==> src/rtl/led_frame_scheduler.sv <==
// led_frame_scheduler
//   Reads the LED frame buffer BRAM once per frame and deals the bytes out
//   round-robin to per-channel one-byte holding slots. Channel c's bytes live
//   in the contiguous region starting at c*CHANNEL_BYTES. Each slot feeds a
//   strip driver over a valid/ready handshake; a stalled strip never blocks
//   the others.
//
// Ports
//   clk          system clock, rising edge
//   rst          asynchronous active-low reset
//   frame_start  one-cycle pulse, starts a frame (accepted only when idle)
//   frame_abort  one-cycle pulse, abandons the current frame
//   frame_busy   high from frame acceptance until done or abort
//   frame_done   one-cycle pulse once every byte of every channel is accepted
//   mem_addr     registered BRAM read address
//   mem_dout     BRAM read data, valid one cycle after mem_addr
//   ch_data      slot data, channel c in bits [8c+7:8c]
//   ch_valid     slot full
//   ch_last      slot holds the final byte of that channel's frame
//   ch_ready     strip driver accepts the slot
module led_frame_scheduler #(
    parameter int ADDRESS_WIDTH = 13,
    parameter int NUM_CHANNELS  = 4,
    parameter int CHANNEL_BYTES = 1536
) (
    input  logic                      clk,
    input  logic                      rst,
    input  logic                      frame_start,
    input  logic                      frame_abort,
    output logic                      frame_busy,
    output logic                      frame_done,
    output logic [ADDRESS_WIDTH-1:0]  mem_addr,
    input  logic [7:0]                mem_dout,
    output logic [NUM_CHANNELS*8-1:0] ch_data,
    output logic [NUM_CHANNELS-1:0]   ch_valid,
    output logic [NUM_CHANNELS-1:0]   ch_last,
    input  logic [NUM_CHANNELS-1:0]   ch_ready
);

    localparam int CW = $clog2(CHANNEL_BYTES + 1);
    localparam int GW = (NUM_CHANNELS > 1) ? $clog2(NUM_CHANNELS) : 1;
    localparam logic [CW-1:0] CNT_FULL = CW'(CHANNEL_BYTES);
    localparam logic [CW-1:0] CNT_LAST = CW'(CHANNEL_BYTES - 1);

    typedef enum logic [2:0] {
        S_IDLE,
        S_ARB,
        S_WAIT,
        S_CAPTURE,
        S_DONE
    } state_t;

    state_t        state;
    logic [CW-1:0] count [NUM_CHANNELS];
    // Last granted channel; also the channel being fetched in WAIT/CAPTURE.
    logic [GW-1:0] ptr;

    logic                     arb_found;
    logic [GW-1:0]            arb_sel;
    logic [ADDRESS_WIDTH-1:0] arb_addr;
    logic                     all_done;

    function automatic int unsigned rr_index(input logic [GW-1:0] p, input int unsigned off);
        return (32'(p) + off) % NUM_CHANNELS;
    endfunction

    // Round-robin search starting one past the last grant.
    always_comb begin
        arb_found = 1'b0;
        arb_sel   = ptr;
        arb_addr  = '0;
        all_done  = 1'b1;
        for (int unsigned i = 1; i <= NUM_CHANNELS; i++) begin
            if (!arb_found && !ch_valid[rr_index(ptr, i)] &&
                (count[rr_index(ptr, i)] < CNT_FULL)) begin
                arb_found = 1'b1;
                arb_sel   = GW'(rr_index(ptr, i));
                arb_addr  = ADDRESS_WIDTH'(rr_index(ptr, i) * CHANNEL_BYTES) +
                            ADDRESS_WIDTH'(count[rr_index(ptr, i)]);
            end
        end
        for (int unsigned c = 0; c < NUM_CHANNELS; c++) begin
            if (ch_valid[c] || (count[c] != CNT_FULL)) begin
                all_done = 1'b0;
            end
        end
    end

    always_ff @(posedge clk or negedge rst) begin
        if (!rst) begin
            state      <= S_IDLE;
            mem_addr   <= '0;
            ch_data    <= '0;
            ch_valid   <= '0;
            ch_last    <= '0;
            frame_busy <= 1'b0;
            frame_done <= 1'b0;
            ptr        <= GW'(NUM_CHANNELS - 1);
            for (int unsigned c = 0; c < NUM_CHANNELS; c++) begin
                count[c] <= '0;
            end
        end else begin
            frame_done <= 1'b0;

            // Handshake clears come first; CAPTURE only ever targets an empty
            // slot, so its set never lands on a bit cleared here.
            for (int unsigned c = 0; c < NUM_CHANNELS; c++) begin
                if (ch_valid[c] && ch_ready[c]) begin
                    ch_valid[c] <= 1'b0;
                    ch_last[c]  <= 1'b0;
                end
            end

            if (frame_abort && (state != S_IDLE)) begin
                // Dropping out of WAIT/CAPTURE discards the in-flight read.
                state      <= S_IDLE;
                ch_valid   <= '0;
                ch_last    <= '0;
                frame_busy <= 1'b0;
            end else begin
                case (state)
                    S_IDLE: begin
                        if (frame_start) begin
                            for (int unsigned c = 0; c < NUM_CHANNELS; c++) begin
                                count[c] <= '0;
                            end
                            frame_busy <= 1'b1;
                            state      <= S_ARB;
                        end
                    end
                    S_ARB: begin
                        if (arb_found) begin
                            mem_addr <= arb_addr;
                            ptr      <= arb_sel;
                            state    <= S_WAIT;
                        end else if (all_done) begin
                            frame_done <= 1'b1;
                            state      <= S_DONE;
                        end
                    end
                    S_WAIT: begin
                        state <= S_CAPTURE;
                    end
                    S_CAPTURE: begin
                        for (int unsigned c = 0; c < NUM_CHANNELS; c++) begin
                            if (GW'(c) == ptr) begin
                                ch_data[8*c +: 8] <= mem_dout;
                                ch_valid[c]       <= 1'b1;
                                ch_last[c]        <= (count[c] == CNT_LAST);
                                count[c]          <= count[c] + CW'(1);
                            end
                        end
                        state <= S_ARB;
                    end
                    S_DONE: begin
                        frame_busy <= 1'b0;
                        state      <= S_IDLE;
                    end
                    default: begin
                        state <= S_IDLE;
                    end
                endcase
            end
        end
    end

endmodule
==> config.mk <==
export PLATFORM = sky130hd
export DESIGN_NAME = led_frame_scheduler
export DESIGN_NICKNAME = d
export VERILOG_FILES = /design/src/rtl/led_frame_scheduler.sv
export SDC_FILE = /design/constraint.sdc
export NUM_CORES = 1
export LEC_CHECK = 0
export ABC_AREA = 1
export BUFFER_PORTS_ARGS = -buffer_cell sky130_fd_sc_hd__clkbuf_2
export CAP_MARGIN = 20
export CORE_MARGIN = 2
export CORE_UTILIZATION = 60
export DETAILED_ROUTE_END_ITERATION = 7
export GPL_TIMING_DRIVEN = 0
export PLACE_DENSITY = 0.81
export SETUP_SLACK_MARGIN = 0.1
export SKIP_LAST_GASP = 1
export SLEW_MARGIN = 0
export SYNTH_ARGS = -nofsm -noshare
export SYNTH_HDL_FRONTEND = slang
export SYNTH_SLANG_ARGS = --single-unit
==> constraint.sdc <==
create_clock -name clk -period 3.62 [get_ports clk]
set_input_delay 0.181 -clock clk [delete_from_list [all_inputs] [get_ports clk]]
set_output_delay 0.181 -clock clk [all_outputs]
set_load 0.01 [all_outputs]
After elaboration in Yosys (flattened, before gate mapping)
Index checks and enable logic that the tools add are counted.
Storage, ports and cells
  register bits after elaboration: 104
Operators by class
  equal/unequal tests: 22
  bitwise gates (word level): 5
  $mul: 4
  muxes and demuxes: 74
  add/sub/neg operators: 12
  reductions and logical operators: 41
  order comparisons: 12
Operators by type and width (count)
  33-bit by 3-bit greater-or-equal comparator with 1-bit output (second input constant): 4
  11-bit 2-to-1 mux: 12
  2-bit NOT with 33-bit output: 4
  11-bit binary-select mux with 2-bit select: 4
  44-bit case mux with 2 select lines: 1
  13-bit by 11-bit adder with 13-bit output: 4
  13-bit 2-to-1 mux: 4
  11-bit by 1-bit adder with 11-bit output (second input constant): 4
  11-bit equality test (second input constant): 4
  11-bit less-than comparator (second input constant): 4
  44-bit 2-to-1 mux: 1
  11-bit inequality test (second input constant): 4
  1-bit 2-to-1 mux: 34
  4-bit AND reduction: 5
  2-bit by 2-bit multiplier with 4-bit output (second input constant): 4
  4-bit 2-to-1 mux: 4
  3-bit AND reduction: 5
  1-bit logical AND: 12
  2-bit by 3-bit less-than comparator with 1-bit output (second input constant): 4
  3-bit 2-to-1 mux: 4
  3-bit case mux with 4 select lines: 1
  2-bit inequality test (second input constant): 5
  1-bit binary-select mux with 2-bit select: 4
  2-bit 2-to-1 mux: 4
  19 further kinds: 34

Depth between registers and ports, before layout
  word-level depth: 23
  mapped depth: 18

Worst setup path before layout
Ideal clock, no wire load.
  kind: flip-flop to flip-flop
  start point: register ptr[1]
  end point: register mem_addr[11]
  arrival: 3186 ps
  period minus slack after synthesis: 3303 ps
  library setup time: 116 ps
  stages on the path, launching flop included: 17
  required time: 3504 ps
  slack: 317 ps
  path through: dfstp_2 inv_1 buf_2 buf_2 ha_1 buf_2 clkbuf_1 xor2_1 inv_1 fa_1 xor2_1 nand2_1 nand2_1 nor2_1 nand2_1 nand2_1 nand2_1
On the way
  cells in the longest elaborated chain, start to end: 21
  elaborated cells on any way between the ends: 63
  classes of those cells: add/sub: 8; mul: 4; order compare: 4; mux: 28; bitwise: 4; reduce/logical: 15
RTL lines
  from (decl): line 56  | logic [GW-1:0] ptr;
  from (signal assigned): line 98  | ptr <= GW'(NUM_CHANNELS - 1);
  from (signal assigned): line 134  | ptr <= arb_sel;
  2-bit by 1-bit adder with 2-bit output: line 64  | return (32'(p) + off) % NUM_CHANNELS;
  2-bit NOT with 33-bit output (implied by the code): line 75, 79
  11-bit binary-select mux with 2-bit select: line 75, 79
  11-bit 2-to-1 mux (implied by the code) (2 in a row): line 75, 79
  11-bit less-than comparator: line 75  | (count[rr_index(ptr, i)] < CNT_FULL)) begin
  1-bit logical AND: line 74  | if (!arb_found && !ch_valid[rr_index(ptr, i)] &&
  1-bit 2-to-1 mux: line 74
  1-bit logical NOT: line 74
  1-bit logical AND (2 in a row): line 74
  1-bit 2-to-1 mux: line 74
  1-bit logical NOT: line 74
  1-bit logical AND (2 in a row): line 74
  1-bit 2-to-1 mux: line 74
  1-bit logical NOT: line 74
  1-bit logical AND (2 in a row): line 74
  1-bit 2-to-1 mux: line 74
  3-bit AND reduction (no source line)
  to (signal assigned): line 133  | mem_addr <= arb_addr;
  to (decl): line 32  | output logic [ADDRESS_WIDTH-1:0] mem_addr,
Parallel ways exist; a longest one is shown, timed or not. The select of a mux whose other input is x is not followed.
A chain may end at the register's enable or synchronous reset.

Final worst setup path
Ends and elaborated chain as after synthesis.

==> reports/results.env <==
RUN_STATUS='complete, no violations'
SYNTH.LARGEST_AREA_CELL='sky130_fd_sc_hd__dfrtp_1'
WORSTPATHREQUIRED_NS=3.87
WL_UM=21800
NUM_IO_PINS=71
YS_ASYNC_SR_FRACTION_PCT=100
DETAILED_PLACER_S_ENDING_HPWL_UM=16500
GLOBAL_ROUTE.USAGE.TOTAL_PCT=35.2
PLACEMENT_ROWS=40
RSZ0062_AT_GRT='false'
GRT_FIRST_PASS_WIRELENGTH_UM=35700
FIN_SKEW_NS=0.00986
NETLIST_AREA_PRE_PLACE_MM2=0.00726
MAPPEDNETLISTNETS=1084
CLOCK_POWER_SHARE_PCT=15.7
DPL_CELL_AREA_MM2=0.00780
ANTENNA_CELLS=0
TRITONCTS='built'
LAYOUT.NETS=1167
FIRSTDRTPASSITERS=7
DRT.ANTENNA.VIOLATING_NETS=0
SLEW_HEADROOM_PCT=35.7
TIMING.CRITICAL_PATH.FANOUT_MAX=13
FLOW.AREA_GROWTH_FROM_SYNTHESIS_PCT=12.3
SYNTH_FF_TYPE='sky130_fd_sc_hd__dfrtp_1'
YOSYS.CELL_TYPES.COUNT=45
CTS-ROOT-BUF='sky130_fd_sc_hd__clkbuf_16'
CLK_LATENCY_NS=0.36
ROUTABILITYCONGESTION=1.07
CTS.SINKS=104
YS.WARNINGS.COUNT=0
MULTI_INPUT_AREA_MM2=0.00402
PEAKVDDDROP_mV=0.408
FIN_CRIT_NS=3.35
PLACEABLECOREAREA_MM2=0.0119
STARTING_DENSITY_OF_THE_CORE_PCT=60.9
POWER.SHARE.SWITCHING_PCT=48.9
FP.DIEH_UM=114
SYNTH_CELLS=1040
COMBPWRFRAC_PCT=58.1
ROUTE.DETAILED.WL_PER_INST_UM=17.1
DIEWIDTH_UM=114
PIN_COUNT_OF_THE_BIGGEST_NET_ENTERING_GLOBAL_ROUTING=105
CTS_MAX_LEVEL=3
MAXIMUM_BUFFER_DEPTH_OF_THE_CLOCK_TREE=2
START_KIND='register'
CRITPATHARRIVALTIME_NS=3.60
CAP_VIOL_MAX_COUNT=0
NETSW_mW=3.10
CELLPOWERDENSITY_mW_PER_MM2=778
SEQ_AREA_FRAC_SYNTH_PCT=35.9
FINALHOLDVIOLCOUNT=0
CLASS_OF_THE_TIGHTEST_HOLD_OR_REMOVAL_CHECK='primary input to register'
NUMCTSBUFFERS=9
TIMING.HOLD.WS_NS=0.00793
DR.FIRST_ITER.DRC_COUNT=761
GLOBAL_ROUTE.OVERFLOW_TOTAL=0
DR_TOTAL_VIAS=7421
TIMING.FMAX_GHz=0.299
POSTSYNTHAREAPERCELL_UM2=6.98
SYNTH_TOP_CELLS_BY_AREA='sky130_fd_sc_hd__dfrtp_1, sky130_fd_sc_hd__nand2_1, sky130_fd_sc_hd__o21ai_0'
VIA_COUNT_OF_THE_FIRST_GLOBAL_ROUTING_PASS=7081
P_LEAK_nW=4.21
TIMING.FINAL.MAX_SLEW_VIOLATIONS=0
AREA.SEQUENTIAL_MM2=0.00261
POSTLAYOUTCOREUTIL_PCT=68.4
VIASPERCELL=5.82
INTPOWER_mW=3.24
NUMBER_OF_FLOPS_MAPPED_TO_ENABLE_CELLS_BY_YOSYS=0
END_KIND='register'
FINAL.FILL_COUNT=1053
GRT_ANTENNA_BEFORE_REPAIR=0
POST_ROUTE_CELLS_DRIVE_ABOVE_1_SHARE_PCT=14.4
SYNTH_SEQ_CELLS=104
WORST-SETUP-PATH-TYPE='register to register'
LAYOUT.CELL_AREA.NON_FILLER_MM2=0.00815
WORST_SLEW_PIN_SLEW_NS=0.961
FLOORPLAN.DIE_AREA_MM2=0.0130
SEQPWRFRAC_PCT=26.2
CLK_PIN_SLEW_NS=0.07
SYNTH.TOP_CELL.AREA_SHARE_PCT=35.2
LAYOUT_WORST_PATH_CYCLE_SHARE_PCT=92.5
IO_BUFFER_COUNT=70
DRCVIOLATIONCOUNT=0
FINAL-SETUP-VIOL-COUNT=0
-- per-stage QoR --
step           power [mW]  setup TNS, ns  setup WS, ns  std cells
2_1_floorplan        4.13              0         0.317       1040
3_3_place_gp         5.12          -1.04        -0.402       1257
3_5_place_dp         5.20          -1.17        -0.440       1257
4_1_cts              6.28              0         0.151       1273
5_1_grt              6.86              0         0.104       1274
6_report             6.34              0         0.270       1274
-- registers in the layout, indices dropped and copies added, names as in the netlist --
register and count:
ch_data 32, mem_addr 13, frame_busy 1, ptr 2, state 3, frame_done 1, count 44, ch_last 4
ch_valid 4
-- cells by family after synthesis --
kind of cell,count (synthesis),synth area share (%)
compound gates,163,12.3
xor+xnor,16,1.93
fa+ha+maj,28,5.24
buf+inv,159,9.19
flops,104,35.9
mux,14,1.93
simple gates,556,33.5
-- synthesized netlist by cell type, types with 3 or more instances --
library cell,count
sky130_fd_sc_hd__o31ai_1,7
sky130_fd_sc_hd__a21oi_4,3
sky130_fd_sc_hd__inv_2,11
sky130_fd_sc_hd__clkbuf_1,11
sky130_fd_sc_hd__nand3_1,79
sky130_fd_sc_hd__buf_2,23
sky130_fd_sc_hd__dfrtp_1,102
sky130_fd_sc_hd__ha_1,24
sky130_fd_sc_hd__nor3b_1,3
sky130_fd_sc_hd__nand3_2,3
sky130_fd_sc_hd__o21ai_1,10
sky130_fd_sc_hd__nand2_2,9
sky130_fd_sc_hd__a21boi_0,3
sky130_fd_sc_hd__nor4_1,8
sky130_fd_sc_hd__o21ai_0,111
sky130_fd_sc_hd__nor2_2,3
sky130_fd_sc_hd__nand4_1,23
sky130_fd_sc_hd__inv_1,103
sky130_fd_sc_hd__fa_1,4
sky130_fd_sc_hd__nor2_1,77
sky130_fd_sc_hd__buf_6,4
sky130_fd_sc_hd__a21oi_1,23
sky130_fd_sc_hd__nand2_4,5
sky130_fd_sc_hd__mux2i_1,14
sky130_fd_sc_hd__nand2_1,314
sky130_fd_sc_hd__nor3_1,27
sky130_fd_sc_hd__xor2_1,14
-- critical path: stages, from the launching register on --
cell	delay, ns
sky130_fd_sc_hd__dfstp_2	0.60
sky130_fd_sc_hd__inv_1	0.08
sky130_fd_sc_hd__buf_2	0.19
sky130_fd_sc_hd__buf_4	0.22
sky130_fd_sc_hd__ha_4	0.34
sky130_fd_sc_hd__clkbuf_4	0.22
sky130_fd_sc_hd__buf_4	0.21
sky130_fd_sc_hd__xor2_4	0.22
sky130_fd_sc_hd__inv_1	0.11
sky130_fd_sc_hd__fa_1	0.43
sky130_fd_sc_hd__xor2_1	0.16
sky130_fd_sc_hd__nand2_1	0.08
sky130_fd_sc_hd__nand2_1	0.06
sky130_fd_sc_hd__nor2_1	0.14
sky130_fd_sc_hd__nand2_1	0.08
sky130_fd_sc_hd__nand2_1	0.06
sky130_fd_sc_hd__nand2_1	0.04
-- final cells by class --
type,count,area share (%)
tap,147,2.26
buffer,43,2.92
clock buffer,9,2.76
multi-input combinational,777,49.3
sequential,104,32.0
timing repair buffer,72,4.62
inverter,116,5.37
clock inverter,6,0.844
-- layout by cell type, fill, tap and decap left out, types with 2 or more instances in the layout --
master,instances
sky130_fd_sc_hd__dfrtp_1,102
sky130_fd_sc_hd__inv_2,11
sky130_fd_sc_hd__buf_6,4
sky130_fd_sc_hd__buf_4,5
sky130_fd_sc_hd__inv_1,103
sky130_fd_sc_hd__nand3_1,79
sky130_fd_sc_hd__mux2i_1,14
sky130_fd_sc_hd__xor2_1,13
sky130_fd_sc_hd__xnor2_1,2
sky130_fd_sc_hd__o21ai_0,111
sky130_fd_sc_hd__a21oi_1,23
sky130_fd_sc_hd__nand2_2,9
sky130_fd_sc_hd__ha_1,23
sky130_fd_sc_hd__nand3_2,3
sky130_fd_sc_hd__a21oi_4,3
sky130_fd_sc_hd__fa_1,4
sky130_fd_sc_hd__nand2_4,5
sky130_fd_sc_hd__nor3b_1,3
sky130_fd_sc_hd__clkbuf_2,70
sky130_fd_sc_hd__clkbuf_1,10
sky130_fd_sc_hd__clkbuf_16,9
sky130_fd_sc_hd__nand2_1,314
sky130_fd_sc_hd__buf_2,21
sky130_fd_sc_hd__o31ai_1,7
sky130_fd_sc_hd__nor2_1,77
sky130_fd_sc_hd__o21ai_1,10
sky130_fd_sc_hd__clkinv_2,2
sky130_fd_sc_hd__nor2_2,3
sky130_fd_sc_hd__nor3_1,27
sky130_fd_sc_hd__nor4_1,8
sky130_fd_sc_hd__nand4_1,23
sky130_fd_sc_hd__buf_1,2
sky130_fd_sc_hd__dfstp_2,2
sky130_fd_sc_hd__a21boi_0,3
-- per-layer routing --
metal	routed length, um	global-route usage, %
met2	9940	55.4
met3	1930	6.27
met4	979	17.6
met5	0	0
met1	8930	47.2
-- worst paths after layout --
kind	startpoint	end	slack [ns]	depth (start not counted)
worst min-delay path	ch_ready[3]	ch_valid[3]	0.008	2
min in group asynchronous	rst	ch_data[19]	0.47	2
worst max register to register	ptr[1]	mem_addr[11]	0.27	16
max in group asynchronous	rst	mem_addr[10]	2.56	2
worst max-delay path	ptr[1]	mem_addr[11]	0.27	16
worst min register to register	mem_addr[12]	mem_addr[12]	0.48	2
-- what timing repair did --
item | CTS | global route
endpoints found under the setup margin | 3 | 3
pin swaps | 0 | 0
buffers inserted | 0 | 1
hold buffers | 1 | 0
gates resized for setup | 7 | 2
endpoints found under the hold margin | 102 | 0
-- power groups by stage --
stage	Combinational, mW	Sequential, mW	Clock (mW)
after floorplan	2.40	1.73	0
after global placement	3.45	1.67	0
after detailed placement	3.53	1.67	0
after CTS	3.61	1.66	1.00
after global routing	4.11	1.69	1.06
final	3.69	1.66	0.993
(Power assumes the default switching activity.)
